==> src/rtl/pipelined_fadd_if.sv <==
// Operand/result bundle for the pipelined single-precision adder.
// Handshake semantics: there is no valid/ready pair. The adder samples A, B
// and operation on every rising clock edge and presents that op's result
// three edges later; the consumer tracks validity by counting that latency.
interface pipelined_fadd_if;
  logic [31:0] A;
  logic [31:0] B;
  logic        operation;
  logic [31:0] result;

  modport master (
    output A,
    output B,
    output operation,
    input  result
  );

  modport slave (
    input  A,
    input  B,
    input  operation,
    output result
  );
endinterface

==> src/rtl/pipelined_fadd.sv <==
// Four-stage pipelined IEEE-754 single-precision add/subtract.
// Stage 1 unpack/compare/specials, stage 2 align, stage 3 add/sub,
// stage 4 normalize/round/pack (the result register).
// Denormal inputs are read as zero and tiny results flush to zero.
// Optional feature macro: FADD_ROUND_NEAREST_EN selects round-to-nearest-even;
// without it the datapath truncates (round toward zero).
// There is no FSM; the pipeline is a straight register chain with no stalls.
module pipelined_fadd (
  input logic             clk,
  input logic             rst,
  pipelined_fadd_if.slave bus
);

  // Number of leading zeros in a 27-bit significand (27 when all zero).
  function automatic logic [4:0] lead_zeros(input logic [26:0] v);
    logic [4:0] n;
    logic       found;
    n     = 5'd0;
    found = 1'b0;
    for (int i = 26; i >= 0; i--) begin
      if (!found) begin
        if (v[i]) found = 1'b1;
        else      n = n + 5'd1;
      end
    end
    return n;
  endfunction

  // ---------------------------------------------------------------- stage 1
  logic [31:0] b_eff;
  logic        a_sign, b_sign;
  logic [7:0]  a_exp, b_exp;
  logic        a_zero, b_zero, a_inf, b_inf, a_nan, b_nan;
  logic [30:0] a_key, b_key;
  logic [23:0] a_sig, b_sig;
  logic        swap;
  logic        c1_special;
  logic [31:0] c1_special_val;

  logic        s1_sign, s1_sub, s1_special;
  logic [31:0] s1_special_val;
  logic [7:0]  s1_exp, s1_diff;
  logic [23:0] s1_mx, s1_my;

  // Unpack both operands, apply DAZ, flag specials and order by magnitude.
  always_comb begin
    b_eff  = {bus.B[31] ^ bus.operation, bus.B[30:0]};
    a_sign = bus.A[31];
    b_sign = b_eff[31];
    a_exp  = bus.A[30:23];
    b_exp  = b_eff[30:23];
    a_zero = (a_exp == 8'd0);
    b_zero = (b_exp == 8'd0);
    a_inf  = (a_exp == 8'hFF) && (bus.A[22:0] == 23'd0);
    b_inf  = (b_exp == 8'hFF) && (b_eff[22:0] == 23'd0);
    a_nan  = (a_exp == 8'hFF) && (bus.A[22:0] != 23'd0);
    b_nan  = (b_exp == 8'hFF) && (b_eff[22:0] != 23'd0);
    a_key  = a_zero ? 31'd0 : bus.A[30:0];
    b_key  = b_zero ? 31'd0 : b_eff[30:0];
    a_sig  = a_zero ? 24'd0 : {1'b1, bus.A[22:0]};
    b_sig  = b_zero ? 24'd0 : {1'b1, b_eff[22:0]};
    swap   = (b_key > a_key);

    c1_special     = 1'b0;
    c1_special_val = 32'h0000_0000;
    if (a_nan || b_nan || (a_inf && b_inf && (a_sign != b_sign))) begin
      c1_special     = 1'b1;
      c1_special_val = 32'h7FC0_0000;
    end else if (a_inf) begin
      c1_special     = 1'b1;
      c1_special_val = {a_sign, 8'hFF, 23'd0};
    end else if (b_inf) begin
      c1_special     = 1'b1;
      c1_special_val = {b_sign, 8'hFF, 23'd0};
    end else if (a_zero && b_zero) begin
      c1_special     = 1'b1;
      c1_special_val = {a_sign & b_sign, 31'd0};
    end
  end

  // Stage-1 register: larger operand X, smaller Y, exponent gap.
  always_ff @(posedge clk or negedge rst) begin
    if (!rst) begin
      s1_sign        <= 1'b0;
      s1_sub         <= 1'b0;
      s1_special     <= 1'b0;
      s1_special_val <= 32'h0;
      s1_exp         <= 8'd0;
      s1_diff        <= 8'd0;
      s1_mx          <= 24'd0;
      s1_my          <= 24'd0;
    end else begin
      s1_sign        <= swap ? b_sign : a_sign;
      s1_sub         <= a_sign ^ b_sign;
      s1_special     <= c1_special;
      s1_special_val <= c1_special_val;
      s1_exp         <= swap ? b_exp : a_exp;
      s1_diff        <= swap ? (b_exp - a_exp) : (a_exp - b_exp);
      s1_mx          <= swap ? b_sig : a_sig;
      s1_my          <= swap ? a_sig : b_sig;
    end
  end

  // ---------------------------------------------------------------- stage 2
  logic [53:0] align_wide;
  logic [26:0] c2_my;

  logic        s2_sign, s2_sub, s2_special;
  logic [31:0] s2_special_val;
  logic [7:0]  s2_exp;
  logic [26:0] s2_mx, s2_my;

  // Right-shift Y into 24+G/R/S; everything shifted past S folds into S.
  always_comb begin
    align_wide = {s1_my, 3'b000, 27'd0} >> s1_diff;
    if (s1_diff >= 8'd27) c2_my = {26'd0, |s1_my};
    else                  c2_my = {align_wide[53:28], align_wide[27] | (|align_wide[26:0])};
  end

  // Stage-2 register: aligned significands.
  always_ff @(posedge clk or negedge rst) begin
    if (!rst) begin
      s2_sign        <= 1'b0;
      s2_sub         <= 1'b0;
      s2_special     <= 1'b0;
      s2_special_val <= 32'h0;
      s2_exp         <= 8'd0;
      s2_mx          <= 27'd0;
      s2_my          <= 27'd0;
    end else begin
      s2_sign        <= s1_sign;
      s2_sub         <= s1_sub;
      s2_special     <= s1_special;
      s2_special_val <= s1_special_val;
      s2_exp         <= s1_exp;
      s2_mx          <= {s1_mx, 3'b000};
      s2_my          <= c2_my;
    end
  end

  // ---------------------------------------------------------------- stage 3
  logic [27:0] c3_sum;

  logic        s3_sign, s3_special;
  logic [31:0] s3_special_val;
  logic [7:0]  s3_exp;
  logic [27:0] s3_sum;

  // X is never smaller than Y, so the difference cannot go negative.
  always_comb begin
    if (s2_sub) c3_sum = {1'b0, s2_mx} - {1'b0, s2_my};
    else        c3_sum = {1'b0, s2_mx} + {1'b0, s2_my};
  end

  // Stage-3 register: raw sum; an exact cancellation is forced to +0.
  always_ff @(posedge clk or negedge rst) begin
    if (!rst) begin
      s3_sign        <= 1'b0;
      s3_special     <= 1'b0;
      s3_special_val <= 32'h0;
      s3_exp         <= 8'd0;
      s3_sum         <= 28'd0;
    end else begin
      s3_sign        <= (c3_sum == 28'd0) ? 1'b0 : s2_sign;
      s3_special     <= s2_special;
      s3_special_val <= s2_special_val;
      s3_exp         <= s2_exp;
      s3_sum         <= c3_sum;
    end
  end

  // ---------------------------------------------------------------- stage 4
  logic [4:0]        lz;
  logic signed [9:0] exp_n, exp_f;
  logic [24:0]       mant25;
  logic [22:0]       mant_f;
  logic [31:0]       next_result;
`ifdef FADD_ROUND_NEAREST_EN
  logic [26:0]       norm27;
  logic              round_up;
`else
  logic [23:0]       norm24;
`endif

  // Normalize, round, re-normalize on rounding carry, then pack or saturate.
  always_comb begin
    lz = lead_zeros(s3_sum[26:0]);
`ifdef FADD_ROUND_NEAREST_EN
    if (s3_sum[27]) begin
      norm27 = {s3_sum[27:2], s3_sum[1] | s3_sum[0]};
      exp_n  = $signed({2'b00, s3_exp}) + 10'sd1;
    end else begin
      norm27 = s3_sum[26:0] << lz;
      exp_n  = $signed({2'b00, s3_exp}) - $signed({5'd0, lz});
    end
    round_up = norm27[2] & (norm27[1] | norm27[0] | norm27[3]);
    mant25   = {1'b0, norm27[26:3]} + {24'd0, round_up};
`else
    if (s3_sum[27]) begin
      norm24 = s3_sum[27:4];
      exp_n  = $signed({2'b00, s3_exp}) + 10'sd1;
    end else begin
      norm24 = 24'((s3_sum[26:0] << lz) >> 3);
      exp_n  = $signed({2'b00, s3_exp}) - $signed({5'd0, lz});
    end
    mant25 = {1'b0, norm24};
`endif
    if (mant25[24]) begin
      mant_f = mant25[23:1];
      exp_f  = exp_n + 10'sd1;
    end else begin
      mant_f = mant25[22:0];
      exp_f  = exp_n;
    end

    if (s3_special)               next_result = s3_special_val;
    else if (s3_sum == 28'd0)     next_result = {s3_sign, 31'd0};
    else if (exp_f >= 10'sd255)   next_result = {s3_sign, 8'hFF, 23'd0};
    else if (exp_f <= 10'sd0)     next_result = {s3_sign, 31'd0};
    else                          next_result = {s3_sign, exp_f[7:0], mant_f};
  end

  // Stage-4 register drives the result directly.
  always_ff @(posedge clk or negedge rst) begin
    if (!rst) bus.result <= 32'h0;
    else      bus.result <= next_result;
  end

endmodule

==> src/flat_wrapper.sv <==
// flat-port wrapper written by rule: the top's interface ports become plain ports
module pipelined_fadd_flat 
  (clk, rst, bus_A, bus_B, bus_operation, bus_result);
  pipelined_fadd_if bus_i ();
  input logic clk;
  input logic rst;
  input wire logic [$bits(bus_i.A)-1:0] bus_A;
  input wire logic [$bits(bus_i.B)-1:0] bus_B;
  input wire logic [$bits(bus_i.operation)-1:0] bus_operation;
  output wire logic [$bits(bus_i.result)-1:0] bus_result;
  assign bus_i.A = bus_A;
  assign bus_i.B = bus_B;
  assign bus_i.operation = bus_operation;
  assign bus_result = bus_i.result;
  pipelined_fadd u_core (.clk(clk), .rst(rst), .bus(bus_i));
endmodule
==> config.mk <==
export PLATFORM = sky130hd
export DESIGN_NAME = pipelined_fadd_flat
export DESIGN_NICKNAME = d
export VERILOG_FILES = /design/src/rtl/pipelined_fadd_if.sv /design/src/rtl/pipelined_fadd.sv /design/src/flat_wrapper.sv
export SDC_FILE = /design/constraint.sdc
export NUM_CORES = 1
export LEC_CHECK = 0
export ABC_AREA = 1
export CORE_MARGIN = 3
export CORE_UTILIZATION = 45
export DETAILED_ROUTE_END_ITERATION = 12
export SLEW_MARGIN = 5
export SYNTH_ARGS = -nofsm -noshare
export SYNTH_HDL_FRONTEND = slang
export SYNTH_SLANG_ARGS = --single-unit
==> constraint.sdc <==
create_clock -name clk -period 26.7 [get_ports clk]
set_input_delay 5.34 -clock clk [delete_from_list [all_inputs] [get_ports clk]]
set_output_delay 5.34 -clock clk [all_outputs]
set_load 0.01 [all_outputs]
==> results.md <==
Run status:
- The run finished with clean final reports.

Global routing:
- Global routing consumed, over all layers together, between 20% and 30% of the routing resources.
- The first global-routing pass estimated around 75000 um of wire.
- The maximum number of pins on one net before global-route repair is between 80 and 90.
- The remaining global-route overflow is 0.
- The initial antenna violation count is 0.
- The via count of the first global-routing pass is about 15000.

Placed design:
- The routability-driven placement congestion ratio is 0.975.
- Buffers placed on the I/O ports in this run total 98.
- Once detailed placement completed, the half-perimeter wirelength came to around 38000 um.
- The placed instances occupy a cell area of 17700 sq um.

Worst hold path:
- The worst hold path begins at u_core.s2_special_val[30].
- The path category of the worst min-delay check is flop to flop.

Worst setup path:
- The most used cell along the critical path is sky130_fd_sc_hd__nand2_1.
- In this run the critical register-to-register path is launched from u_core.s3_sum[24].
- For this run, the slowest stage of the critical path takes ~700 ps.
- The critical path buffer and inverter count is 8.
- The worst setup path is captured at a flop.
- Of all nets on the critical path, the largest fanout is 29.
- At the worst endpoint, the arrival time is between 15000 and 20000 ps.
- The beginning of the critical path is u_core.s3_sum[24].
- STA puts the critical path data required time at ~27000 ps.
- The kind of start point of the critical path is a flop.
- The cell type of the slowest stage on the worst timing path is sky130_fd_sc_hd__nor2_1.
- The critical path class is flop to flop.
- The family with the most delay on the worst path is simple AND/OR/NAND/NOR gates.

Final layout:
- The number of fill cells in the layout is approximately 3600.
- The leading cell type in the layout, fill and taps excluded is sky130_fd_sc_hd__nand2_1.
- The final antenna diode count is 0.
- The number of nets in the layout is 2557.
- The utilization after layout is 51.7%.
- The cell area after layout is 18500 sq um.
- In the layout the commonest cells are sky130_fd_sc_hd__nand2_1, sky130_fd_sc_hd__inv_1, sky130_fd_sc_hd__dfrtp_1.
- The area overhead of the layout relative to synthesis is 12.3%.
- The proportion of layout cells with a drive suffix above 1 is 8.66%.

CTS:
- Post-CTS timing repair inserted 0 buffers for setup.
- TritonCTS built the clock tree.
- The clock reaches the later pin of the worst-skew pair after between 500 and 600 ps.
- The number of CTS-inserted buffers is 24.
- Gates resized during post-CTS repair numbered 0.
- The maximum root-to-sink buffer count is 3.
- The number of hold buffers added after CTS was 0.
- The clock transition at the registers of the reported paths is roughly 70 ps.
- The root buffer cell chosen for the clock tree is sky130_fd_sc_hd__clkbuf_16.
- Clock tree synthesis found a total of between 200 and 250 sinks.
- CTS built an H-tree with a depth of 1.

Detailed routing:
- For this run, design rule violations remaining after detail routing come to 0.
- The number of DRC violations after detailed-routing iteration 0 is roughly 890.
- The detailed-route vias per instance is roughly 5.3.
- The count of nets left with antenna violations once routing finished came out at 0.
- The detailed-router iteration count before antenna repair is 6.
- After detailed routing, the average wire length per cell comes to 16.2 um.
- Detailed routing inserted a total of 15038 vias.
- Summed over all layers, the routed wires come to 46000 um.

STA:
- The number of hold violations in the final report is 0.
- The worst hold margin is 348 ps.
- Setup repair after global routing left no endpoint under its margin.
- For the pin with the worst max-slew slack, the measured transition is around 960 ps.
- After layout, the worst path uses a little under three fifths of the clock period.
- The final critical-path required period is about 15000 ps.
- The worst-case clock skew is 18.2 ps.
- Based on the critical path, the design can be clocked at up to between 0.06 and 0.07 GHz.
- Summed over all failing endpoints, the final setup total negative slack is 0 ps.
- The number of slew-limit violations in the final report was 0.
- The headroom to the max-slew limit is roughly 36%.
- The total setup violations reported at the end of the flow is 0.

Floorplan:
- The initial core utilization is between 40 and 50%.
- The total area inside the core boundary comes to between 30000 and 40000 sq um.
- The floorplan step set the die width to a little under 200 um.
- In this run the core area contains slightly below 70 standard-cell rows.
- The top-level I/O count is 99.
- The overall die height is just under 200 um.
- The die covers 39000 sq um.

Logic synthesis:
- The number of synthesized register bits is approximately 210.
- The most area-hungry cell type in the Yosys netlist is sky130_fd_sc_hd__dfrtp_1.
- In the post-synthesis netlist, the biggest area contributors are sky130_fd_sc_hd__dfrtp_1, sky130_fd_sc_hd__nand2_1, sky130_fd_sc_hd__ha_1.
- The area share of the largest cell type after synthesis is approximately a third.
- Synthesis produced a netlist whose cell count is roughly 2300.
- The total number of yosys warnings is 0.
- The number of nets handed over by synthesis was ~2500.
- The number of enable-type register cells in the synthesized netlist is 0.
- The average instance in the mapped netlist occupies approximately 7 sq um.
- The number of distinct library cell variants in the gate-level netlist after synthesis is 67.
- Counting flops with an async set or reset pin after synthesis yields a share of 100%.
- In the synthesized netlist the dominant register cell turns out to be sky130_fd_sc_hd__dfrtp_1.
- After synthesis the cells add up to 16500 sq um.
- For this run, the register share of the synthesized area comes to between 30% and 40%.

Run:
- Max-cap violations in this run came to 0.

Pwr:
- The overall power consumption is 1.54 mW.
- The worst-case IR drop observed on VDD is 0.0433 mV.
- In this run the static leakage power is approximately 9.3 nW.
- In this run the power density over the cells is around 83 nW/um^2.
## worst paths after layout
| check | cells past startpoint | to | slack (ps) |
|---|---|---|---|
| min in group asynchronous | 1 | u_core.bus.result[23] | 4780 |
| max in group asynchronous | 3 | u_core.s1_my[9] | 19800 |
| min | 0 | u_core.s3_special_val[30] | 350 |
| max reg2reg | 100 | u_core.bus.result[4] | 11690 |
| max | 100 | u_core.bus.result[4] | 11690 |
| min reg2reg | 0 | u_core.s3_special_val[30] | 350 |
## registers in the layout, indices dropped and copies added (netlist names), 24 cells and up
name               count
u_core.bus.result     32
u_core.s3_sum         28
u_core.s2_my          27
u_core.s1_mx          24
u_core.s1_my          24
u_core.s2_mx          24
## where the power goes
part           leakage, nW  internal [mW]  switching, mW
combinational         6.41          0.265          0.479
clock                0.399          0.196          0.137
sequential            2.54          0.384         0.0787
## cells in the mapped netlist (40+ instances only)
master	number
sky130_fd_sc_hd__clkbuf_1	49
sky130_fd_sc_hd__nand3_1	151
sky130_fd_sc_hd__nand2_1	572
sky130_fd_sc_hd__ha_1	124
sky130_fd_sc_hd__xor2_1	40
sky130_fd_sc_hd__o21ai_0	178
sky130_fd_sc_hd__a21oi_1	100
sky130_fd_sc_hd__inv_1	284
sky130_fd_sc_hd__dfrtp_1	208
sky130_fd_sc_hd__nor2_1	166
## per-layer routing
layer | wire length, um | GRT usage (%) | vias to the layer above | share of wire [%]
met5 | 0 | 0 | - | 0
met4 | 1890 | 9.45 | 0 | 4.1
met3 | 1600 | 2.52 | 86 | 3.5
met2 | 23300 | 43.6 | 341 | 51
met1 | 19200 | 28.5 | 6931 | 42
li1 | - | - | 7680 | -
## logic make-up (layout without fill, tap and decap cells)
family | after synthesis | in the layout | synth area share (%)
XOR/XNOR | 48 | 48 | 2.78
adder cells (fa/ha/maj) | 128 | 128 | 9.89
buffers and inverters | 405 | 475 | 9.98
flip-flops | 208 | 208 | 31.6
multiplexers | 23 | 23 | 1.42
AO/OA/AOI/OAI | 415 | 415 | 14.1
AND/OR/NAND/NOR | 1083 | 1083 | 30.3
## metrics by stage
step | instances | setup slack, ps
global placement | 2797 | 12250
finish | 2841 | 11690
global route | 2841 | 10000
CTS | 2841 | 11750
detailed placement | 2797 | 11770
floorplan | 2310 | 14070
## worst register-to-register path, delay by kind of cell, from the launching register on
family / cells / cell delay (ps)
flip-flops: 1 / 450
AND/OR/NAND/NOR: 56 / 6470
AO/OA/AOI/OAI: 17 / 2380
adder cells (fa/ha/maj): 14 / 4130
XOR/XNOR: 5 / 910
buffers and inverters: 8 / 640
## final cells by class
class                   count  area (sq um)  area share [%]
repair buffers            106          1040            5.64
flip-flops and latches    208          5200            28.1
clock inverters            15           168           0.905
inverters                 325          1240            6.68
multi-input cells        1697          9640            52.1
clock buffers              29           649            3.51
well taps                 461           577            3.11
No activity file was read; power rests on OpenSTA's default activity.
